File: src/rtl/wb_mem_bist.sv
// Wishbone memory self-test initiator: writes seed-minus-address pattern over a
// word range, reads it back, reports first mismatch or bus timeout.
module wb_mem_bist #(
    parameter int unsigned ADDR_W  = 11,
    parameter int unsigned DATA_W  = 32,
    parameter int unsigned STRIDE  = 4,
    parameter int unsigned TMO_CYC = 15
) (
    input  logic                wb_clk,
    input  logic                wb_reset,
    input  logic                start_i,
    input  logic [ADDR_W-1:0]   addr_lo_i,
    input  logic [ADDR_W-1:0]   addr_hi_i,
    input  logic [DATA_W-1:0]   seed_i,
    output logic                busy_o,
    output logic                done_o,
    output logic                pass_o,
    output logic                timeout_o,
    output logic [ADDR_W-1:0]   err_addr_o,
    output logic [DATA_W-1:0]   err_data_o,
    output logic [DATA_W-1:0]   err_exp_o,
    output logic                m_wb_cyc_o,
    output logic                m_wb_stb_o,
    output logic                m_wb_we_o,
    output logic [ADDR_W-1:0]   m_wb_addr_o,
    output logic [DATA_W-1:0]   m_wb_data_o,
    output logic [DATA_W/8-1:0] m_wb_sel_o,
    input  logic                m_wb_stall_i,
    input  logic                m_wb_ack_i,
    input  logic [DATA_W-1:0]   m_wb_data_i
);

    localparam int unsigned TMO_W = $clog2(TMO_CYC + 1);

    typedef enum logic [2:0] {IDLE, WR_REQ, WR_WAIT, RD_REQ, RD_WAIT, FINISH} state_t;

    state_t              state_q;
    logic [DATA_W-1:0]   seed_q;
    logic [ADDR_W-1:0]   lo_q;
    logic [ADDR_W-1:0]   hi_q;
    logic [ADDR_W-1:0]   addr_q;
    logic [TMO_W-1:0]    tmo_q;
    logic                busy_q;
    logic                done_q;
    logic                pass_q;
    logic                timeout_q;
    logic [ADDR_W-1:0]   err_addr_q;
    logic [DATA_W-1:0]   err_data_q;
    logic [DATA_W-1:0]   err_exp_q;
    logic                cyc_q;
    logic                stb_q;
    logic                we_q;
    logic [ADDR_W-1:0]   bus_addr_q;
    logic [DATA_W-1:0]   bus_data_q;

    logic [ADDR_W-1:0]   lo_al;
    logic [ADDR_W-1:0]   hi_al;
    logic [DATA_W-1:0]   exp_data;
    logic [ADDR_W:0]     addr_nxt;
    logic                is_last;
    logic                in_req;
    logic                in_wr;
    logic                accept;
    logic                ack_ok;
    logic                tmo_hit;

    // Word-aligned range, expected pattern, and per-cycle handshake decode
    assign lo_al    = addr_lo_i & ~ADDR_W'(3);
    assign hi_al    = addr_hi_i & ~ADDR_W'(3);
    assign exp_data = seed_q - DATA_W'(addr_q);
    assign addr_nxt = {1'b0, addr_q} + (ADDR_W + 1)'(STRIDE);
    assign is_last  = addr_nxt > {1'b0, hi_q};
    assign in_req   = (state_q == WR_REQ) || (state_q == RD_REQ);
    assign in_wr    = (state_q == WR_REQ) || (state_q == WR_WAIT);
    assign accept   = stb_q && !m_wb_stall_i;
    // An ack counts only inside a live cycle: in REQ it must coincide with acceptance
    assign ack_ok   = cyc_q && m_wb_ack_i && (in_req ? accept : 1'b1);
    assign tmo_hit  = tmo_q == TMO_W'(TMO_CYC - 1);

    // Test sequencer; REQ entered with cyc low first issues the request, which
    // guarantees an idle bus cycle between back-to-back transactions
    always_ff @(posedge wb_clk or posedge wb_reset) begin
        if (wb_reset) begin
            state_q    <= IDLE;
            seed_q     <= '0;
            lo_q       <= '0;
            hi_q       <= '0;
            addr_q     <= '0;
            tmo_q      <= '0;
            busy_q     <= 1'b0;
            done_q     <= 1'b0;
            pass_q     <= 1'b0;
            timeout_q  <= 1'b0;
            err_addr_q <= '0;
            err_data_q <= '0;
            err_exp_q  <= '0;
            cyc_q      <= 1'b0;
            stb_q      <= 1'b0;
            we_q       <= 1'b0;
            bus_addr_q <= '0;
            bus_data_q <= '0;
        end else begin
            done_q <= 1'b0;
            case (state_q)
                IDLE: begin
                    if (start_i) begin
                        seed_q     <= seed_i;
                        lo_q       <= lo_al;
                        hi_q       <= hi_al;
                        timeout_q  <= 1'b0;
                        err_addr_q <= '0;
                        err_data_q <= '0;
                        err_exp_q  <= '0;
                        if (lo_al <= hi_al) begin
                            addr_q  <= lo_al;
                            busy_q  <= 1'b1;
                            pass_q  <= 1'b0;
                            state_q <= WR_REQ;
                        end else begin
                            pass_q  <= 1'b1;
                            done_q  <= 1'b1;
                            state_q <= FINISH;
                        end
                    end
                end
                WR_REQ, WR_WAIT, RD_REQ, RD_WAIT: begin
                    if (in_req && !cyc_q) begin
                        cyc_q      <= 1'b1;
                        stb_q      <= 1'b1;
                        we_q       <= in_wr;
                        bus_addr_q <= addr_q;
                        bus_data_q <= in_wr ? exp_data : '0;
                        tmo_q      <= '0;
                    end else if (ack_ok) begin
                        cyc_q <= 1'b0;
                        stb_q <= 1'b0;
                        we_q  <= 1'b0;
                        if (!in_wr && (m_wb_data_i != exp_data)) begin
                            err_addr_q <= addr_q;
                            err_data_q <= m_wb_data_i;
                            err_exp_q  <= exp_data;
                            pass_q     <= 1'b0;
                            busy_q     <= 1'b0;
                            done_q     <= 1'b1;
                            state_q    <= FINISH;
                        end else if (is_last) begin
                            if (in_wr) begin
                                addr_q  <= lo_q;
                                state_q <= RD_REQ;
                            end else begin
                                pass_q  <= 1'b1;
                                busy_q  <= 1'b0;
                                done_q  <= 1'b1;
                                state_q <= FINISH;
                            end
                        end else begin
                            addr_q  <= addr_nxt[ADDR_W-1:0];
                            state_q <= in_wr ? WR_REQ : RD_REQ;
                        end
                    end else if (tmo_hit) begin
                        cyc_q      <= 1'b0;
                        stb_q      <= 1'b0;
                        we_q       <= 1'b0;
                        timeout_q  <= 1'b1;
                        pass_q     <= 1'b0;
                        err_addr_q <= addr_q;
                        busy_q     <= 1'b0;
                        done_q     <= 1'b1;
                        state_q    <= FINISH;
                    end else begin
                        tmo_q <= tmo_q + TMO_W'(1);
                        if (in_req && accept) begin
                            stb_q   <= 1'b0;
                            state_q <= in_wr ? WR_WAIT : RD_WAIT;
                        end
                    end
                end
                FINISH:  state_q <= IDLE;
                default: state_q <= IDLE;
            endcase
        end
    end

    assign busy_o      = busy_q;
    assign done_o      = done_q;
    assign pass_o      = pass_q;
    assign timeout_o   = timeout_q;
    assign err_addr_o  = err_addr_q;
    assign err_data_o  = err_data_q;
    assign err_exp_o   = err_exp_q;
    assign m_wb_cyc_o  = cyc_q;
    assign m_wb_stb_o  = stb_q;
    assign m_wb_we_o   = we_q;
    assign m_wb_addr_o = bus_addr_q;
    assign m_wb_data_o = bus_data_q;
    assign m_wb_sel_o  = '1;

endmodule

File: config.mk
export PLATFORM = sky130hd
export DESIGN_NAME = wb_mem_bist
export DESIGN_NICKNAME = d
export VERILOG_FILES = /design/src/rtl/wb_mem_bist.sv
export SDC_FILE = /design/constraint.sdc
export NUM_CORES = 1
export LEC_CHECK = 0
export BUFFER_PORTS_ARGS = -buffer_cell sky130_fd_sc_hd__buf_2
export CAP_MARGIN = 20
export CORE_MARGIN = 1
export CORE_UTILIZATION = 61
export CTS_BUF_LIST = sky130_fd_sc_hd__clkbuf_2 sky130_fd_sc_hd__clkbuf_4 sky130_fd_sc_hd__clkbuf_8
export CTS_CLUSTER_DIAMETER = 80
export CTS_CLUSTER_SIZE = 12
export DETAILED_ROUTE_END_ITERATION = 7
export GPL_TIMING_DRIVEN = 0
export PLACE_DENSITY = 0.88
export SYNTH_ARGS = -nofsm -noshare
export SYNTH_HDL_FRONTEND = slang
export SYNTH_SLANG_ARGS = --single-unit
File: constraint.sdc
create_clock -name wb_clk -period 11.9 [get_ports wb_clk]
set_input_delay 1.785 -clock wb_clk [delete_from_list [all_inputs] [get_ports wb_clk]]
set_output_delay 1.785 -clock wb_clk [all_outputs]
set_load 0.1 [all_outputs]
==> results of run 1 <==
-- Yosys cell counts, drive strengths merged, types with 6 or more instances --
cell type	number
nand3	17
nor2	48
nor3	22
and3	7
dfrtp	188
mux2	7
a21oi	32
nand2b	7
o21a	6
a22o	36
a31o	6
nor4	13
xnor3	6
and2	6
nand2	192
ha	33
o21ai	51
o211ai	8
inv	41
buf	34
a32o	62
xnor2	35
xor2	28
mux2i	17
clkbuf	37
nor2b	10
nand4	10
-- metrics by stage --
step | instances | setup WS (ns) | utilization, % | hold slack (ns)
6_report | 1503 | 7.04 | 73.0 | 0.497
5_1_grt | 1503 | 6.87 | 73.0 | 0.513
4_1_cts | 1503 | 7.18 | 73.0 | 0.494
3_5_place_dp | 1471 | 7.20 | 70.8 | 0.471
3_3_place_gp | 1469 | 3.08 | 70.5 | 0.459
2_1_floorplan | 1040 | 5.00 | - | 0.445
-- critical path, delay by kind of cell, from the launching register on --
family	cells	cell delay [ns]
mux	1	0.27
fa+ha+maj	1	0.36
flops	1	0.43
buf+inv	3	0.49
compound gates	5	2.20
simple gates	4	0.97
-- registers in the layout, summed over array words and instances (netlist names), 10 cells and up --
signal and count:
err_addr_o 10, err_data_o 32, err_exp_o 32, m_wb_data_o 32, seed_q 32
-- area by class of cell --
class                   instances  area (um^2)  area share, %
plain buffers                  71          449           3.71
clock buffers                  21          277           2.29
clock inverters                11         86.3          0.713
inverters                      41          161           1.33
multi-input cells             740         5060           41.8
flip-flops and latches        188         4700           38.9
well taps                     220          275           2.27
repair buffers                211         1080           8.95
-- kinds of logic (layout without fill, tap and decap cells) --
logic type                 Yosys count  after routing  synth area share [%]
AOI/OAI and AO/OA                  248            248                  18.9
xor gates and xnor gates            69             69                  6.64
DFF                                188            188                  45.5
and+or+nand+nor                    358            358                  16.7
adders and majority gates           33             33                  3.99
buffers and inverters              112            355                  5.83
other                                2              8                0.0726
muxes                               24             24                  2.41
-- routing by layer --
layer  share of wire, %  vias up  GRT usage [%]
li1                   -     4166              -
met1                 42     4570           50.4
met2                 45      559           55.1
met3                9.2       89           7.92
met4                3.9        0           17.6
met5                  0        -              0
-- worst max-delay path by stage --
stage                     from              end  slack (ns)  cells past startpoint
floorplan             wb_reset       addr_q[10]        5.00                      1
global placement      wb_reset  m_wb_data_o[27]        3.08                      2
detailed placement  addr_q[10]    err_exp_o[31]        7.20                     14
CTS                 addr_q[10]    err_data_o[5]        7.18                     14
global route        addr_q[10]     err_exp_o[7]        6.87                     14
finish              addr_q[10]     err_exp_o[7]        7.04                     14
==> impl_metrics.yaml, run 1 <==
run_status:
  run_status: "finished, final reports clean"
cts:
  cts.sinks: 188
  hold_buffers: 0
  post_cts_buffers: 0
  cts-buffers-inserted: 17
  clockRootBuffer: "clkbuf_8"
  clkTransAtPathRegs_ns: 0.10
  cts_resized: 0
  cts_tree: "built"
  clk_path_buf_depth: 2
  clk_latency_ns: 0.48
  htreeDepth: 4
floorplanning:
  initial_core_util_pct: 62.4
  die_w_um: 132
  placementRows: 47
  top_level_ports: 220
  die_area_mm2: 0.0175
  die_h_um: 132
  core_mm2: 0.0166
worst_setup_path:
  critical_path_class: "flip-flop to flip-flop"
  critPathSlowestCell: "a21oi_1"
  reg2reg_depth: 14
  r2r_end: "err_exp_o[7]"
  r2r_start: "addr_q[10]"
  r2r_setup_slack_ns: 7.04
  crit_path_cell_trace: "inv_1 > ha_1 > a21oi_1 > o211ai_1 > a21oi_1 > mux2i_1 > and4_1 > nand4_1 > nor4bb_2 > a31o_4 > buf_6 > nor2_4 > buf_6 > a32o_1"
  startpoint_type: "flip-flop"
  worst_setup_path_end_kind: "flip-flop"
  critPathRequiredTime_ns: 12.26
  crit_fanout: 10
  max_stage_delay_ns: 0.76
  arrival_ns: 5.22
logic_synthesis:
  yosysWarnings: 0
  synth_ff_type: "dfrtp_1"
  synth_seq_cells: 188
  yosysTopAreaCell: "dfrtp_1"
  synth_edf_count: 0
  synthCells: 1034
  synth_area_leaders: "dfrtp_1 45%, nand2_1 7.0%, a32o_1 6.0%"
  syn-mean-instance-area_um2: 10.0
  syn_area_mm2: 0.0103
  yosys.area.top_type_share_pct: 45.5
  ys_types: 87
  async_flop_share_pct: 100
  ys_seq_area_share_pct: 45.5
place:
  placed_area_mm2: 0.0117
  hpwl_um: 23500
  finalWeightedCongestion: 0.966
  port_buffers: 209
global_routing:
  grt_first_pass_wirelength_um: 48600
  first_global_vias: 9087
  grt_remaining_overflow: 0
  grt_max_degree: 120
  antenna_found_initial: 0
  grt_usage_pct: 36.5
drt:
  routed_wirelength_um: 31100
  route.detailed.drc: 0
  vias: 9384
  drt_iter0_markers: 963
  viasPerCell: 6.24
  wire_per_inst_um: 20.7
  first_pass_iters: 6
  ant_nets: 0
sta:
  setup_violations: 0
  maxSlewViolCount: 0
  hold_violations: 0
  tightest_slew_ns: 1.13
  fin_crit_ns: 4.86
  min_period_over_period_pct: 40.8
  fmax_mhz: 206
  finalClockSkew_ns: 0.0178
  tns_ns: 0
  rsz0062_at_grt: "false"
  slew_headroom_pct: 24.4
finish:
  area_delta_synth_final_pct: 16.9
  nNetsFinal: 1394
  final_common_cell: "buf_2"
  fillCellCount: 1262
  final_cell_mix: "214 x buf_2, 192 x nand2_1, 188 x dfrtp_1, 62 x a32o_1, 48 x o21ai_0"
  final_area_mm2: 0.0121
  n_antenna_cell: 0
  layout-drive-gt1-share_pct: 23.1
run:
  maxCapViolCount: 0
min_path:
  hold_path_end: "lo_q[3]"
  worstHoldPathType: "flip-flop to flip-flop"
  hold_depth: 2
  hp-start: "lo_q[3]"
Power of run 1 is not shown: default switching activity piles up to over one toggle a cycle in this logic, so the estimate is an artifact.
==> run 2: changes to the inputs <==
--- a/config.mk
+++ b/config.mk
@@ -8,13 +8,13 @@
 export BUFFER_PORTS_ARGS = -buffer_cell sky130_fd_sc_hd__buf_2
 export CAP_MARGIN = 20
 export CORE_MARGIN = 1
-export CORE_UTILIZATION = 61
+export CORE_UTILIZATION = 57
 export CTS_BUF_LIST = sky130_fd_sc_hd__clkbuf_2 sky130_fd_sc_hd__clkbuf_4 sky130_fd_sc_hd__clkbuf_8
 export CTS_CLUSTER_DIAMETER = 80
 export CTS_CLUSTER_SIZE = 12
 export DETAILED_ROUTE_END_ITERATION = 7
 export GPL_TIMING_DRIVEN = 0
-export PLACE_DENSITY = 0.88
+export PLACE_DENSITY = 0.83
 export SYNTH_ARGS = -nofsm -noshare
 export SYNTH_HDL_FRONTEND = slang
 export SYNTH_SLANG_ARGS = --single-unit
==> constraint.sdc (replaced) <==
create_clock -name wb_clk -period 4.85 [get_ports wb_clk]
set_input_delay 0.7275 -clock wb_clk [delete_from_list [all_inputs] [get_ports wb_clk]]
set_output_delay 0.7275 -clock wb_clk [all_outputs]
set_load 0.1 [all_outputs]
==> run 2 against run 1 <==
Final cell count is 0.47% higher. Non-clock buffer count up 3. Sequential share of layout area fell by 0.24 points. Maximum frequency increased by 6.5%. Critical path type unchanged. Count of clock-buffer cells in the layout stayed put. Cell area up 0.62%. Largest cell class unchanged.
==> impl_metrics.yaml, run 2 (synthesis gave the netlist of run 1 again) <==
run_status:
  run_status: "finished, final reports clean"
global_routing:
  grt_remaining_overflow: 0
  grt_max_degree: 44
  first_global_vias: 8779
  antenna_found_initial: 0
  grt_usage_pct: 33.9
  grt_first_pass_wirelength_um: 47400
worst_setup_path:
  arrival_ns: 4.98
  critPathTopFamily: "simple AND/OR/NAND/NOR gates"
  path_buf_inv: 4
  startpoint_type: "flip-flop"
  crit_fanout: 10
  r2r_start: "addr_q[7]"
  max_stage_delay_ns: 0.60
  crit_path_cell_trace: "inv_1 > ha_1 > clkbuf_1 > and3_1 > and2_1 > a2111oi_4 > mux2_1 > a221oi_1 > nand4_1 > nor4bb_4 > a31o_4 > nand3b_4 > buf_8 > buf_8 > a32o_1"
  crit_path_start: "addr_q[7]"
  critPathSlowestCell: "a2111oi_4"
  critPathRequiredTime_ns: 5.27
  cpMostUsedCell: "buf_8"
  worst_setup_path_end_kind: "flip-flop"
  critical_path_class: "flip-flop to flip-flop"
finish:
  final_common_cell: "buf_2"
  final_area_mm2: 0.0122
  area_delta_synth_final_pct: 17.7
  nNetsFinal: 1397
  fillCellCount: 1404
  layout-drive-gt1-share_pct: 23.4
  n_antenna_cell: 0
  final_cell_mix: "215 x buf_2, 192 x nand2_1, 188 x dfrtp_1, 62 x a32o_1, 48 x o21ai_0"
  post-route-util_pct: 69.4
sta:
  setup_violations: 0
  holdWs_ns: 0.287
  slew_headroom_pct: 27.1
  tightest_slew_ns: 1.09
  fin_crit_ns: 4.56
  tns_ns: 0
  min_period_over_period_pct: 94.1
  fmax_mhz: 219
  finalClockSkew_ns: 0.0194
  maxSlewViolCount: 0
  hold_violations: 0
  rsz0062_at_grt: "false"
floorplanning:
  die_w_um: 137
  initial_core_util_pct: 59.0
  top_level_ports: 220
  core_mm2: 0.0175
  die_h_um: 137
  die_area_mm2: 0.0187
  placementRows: 48
cts:
  htreeDepth: 4
  clk_latency_ns: 0.49
  hold_buffers: 0
  cts_tree: "built"
  clk_path_buf_depth: 2
  cts-buffers-inserted: 17
  cts_resized: 0
  clkTransAtPathRegs_ns: 0.10
  post_cts_buffers: 0
  cts.sinks: 188
  clockRootBuffer: "clkbuf_8"
drt:
  first_pass_iters: 5
  routed_wirelength_um: 30900
  route.detailed.drc: 0
  wire_per_inst_um: 20.5
  ant_nets: 0
  viasPerCell: 6.06
  vias: 9157
  drt_iter0_markers: 810
place:
  hpwl_um: 23500
  placed_area_mm2: 0.0118
  finalWeightedCongestion: 0.955
  port_buffers: 209
min_path:
  worstHoldPathType: "primary input to asynchronous set/reset pin"
run:
  maxCapViolCount: 0
-- run 2: per-stage QoR --
stage / std cells / setup slack (ns)
after global placement: 1474 / 0.251
final: 1510 / 0.289
after global routing: 1510 / 0.0452
after floorplan: 1040 / 1.17
after CTS: 1510 / 0.202
after detailed placement: 1479 / 0.239
-- run 2: worst paths after layout --
kind,to,slack [ns],depth (start not counted)
min in group wb_clk,seed_q[15],0.42,3
max,err_data_o[3],0.29,15
max reg2reg,err_data_o[3],0.29,15
min,m_wb_data_o[0],0.29,2
max in group asynchronous,err_data_o[23],3.65,4
min reg2reg,m_wb_data_o[0],0.48,2
-- run 2: metal layers --
layer | global-route usage [%] | vias up | wire, um
li1 | - | 4183 | -
met1 | 46.5 | 4447 | 13200
met2 | 51.7 | 472 | 13900
met3 | 8.59 | 55 | 2990
met4 | 12.4 | 0 | 747
met5 | 0 | - | 0
-- run 2: cell type report --
class	count	area [um^2]	area share [%]
multi-input combinational	740	5090	41.8
buffer	71	449	3.69
timing repair buffer	214	1130	9.29
clock buffer	21	270	2.22
sequential	188	4700	38.6
inverter	41	158	1.29
tap	225	282	2.31
clock inverter	10	92.6	0.760
Power of run 2 is left out for the same reason.
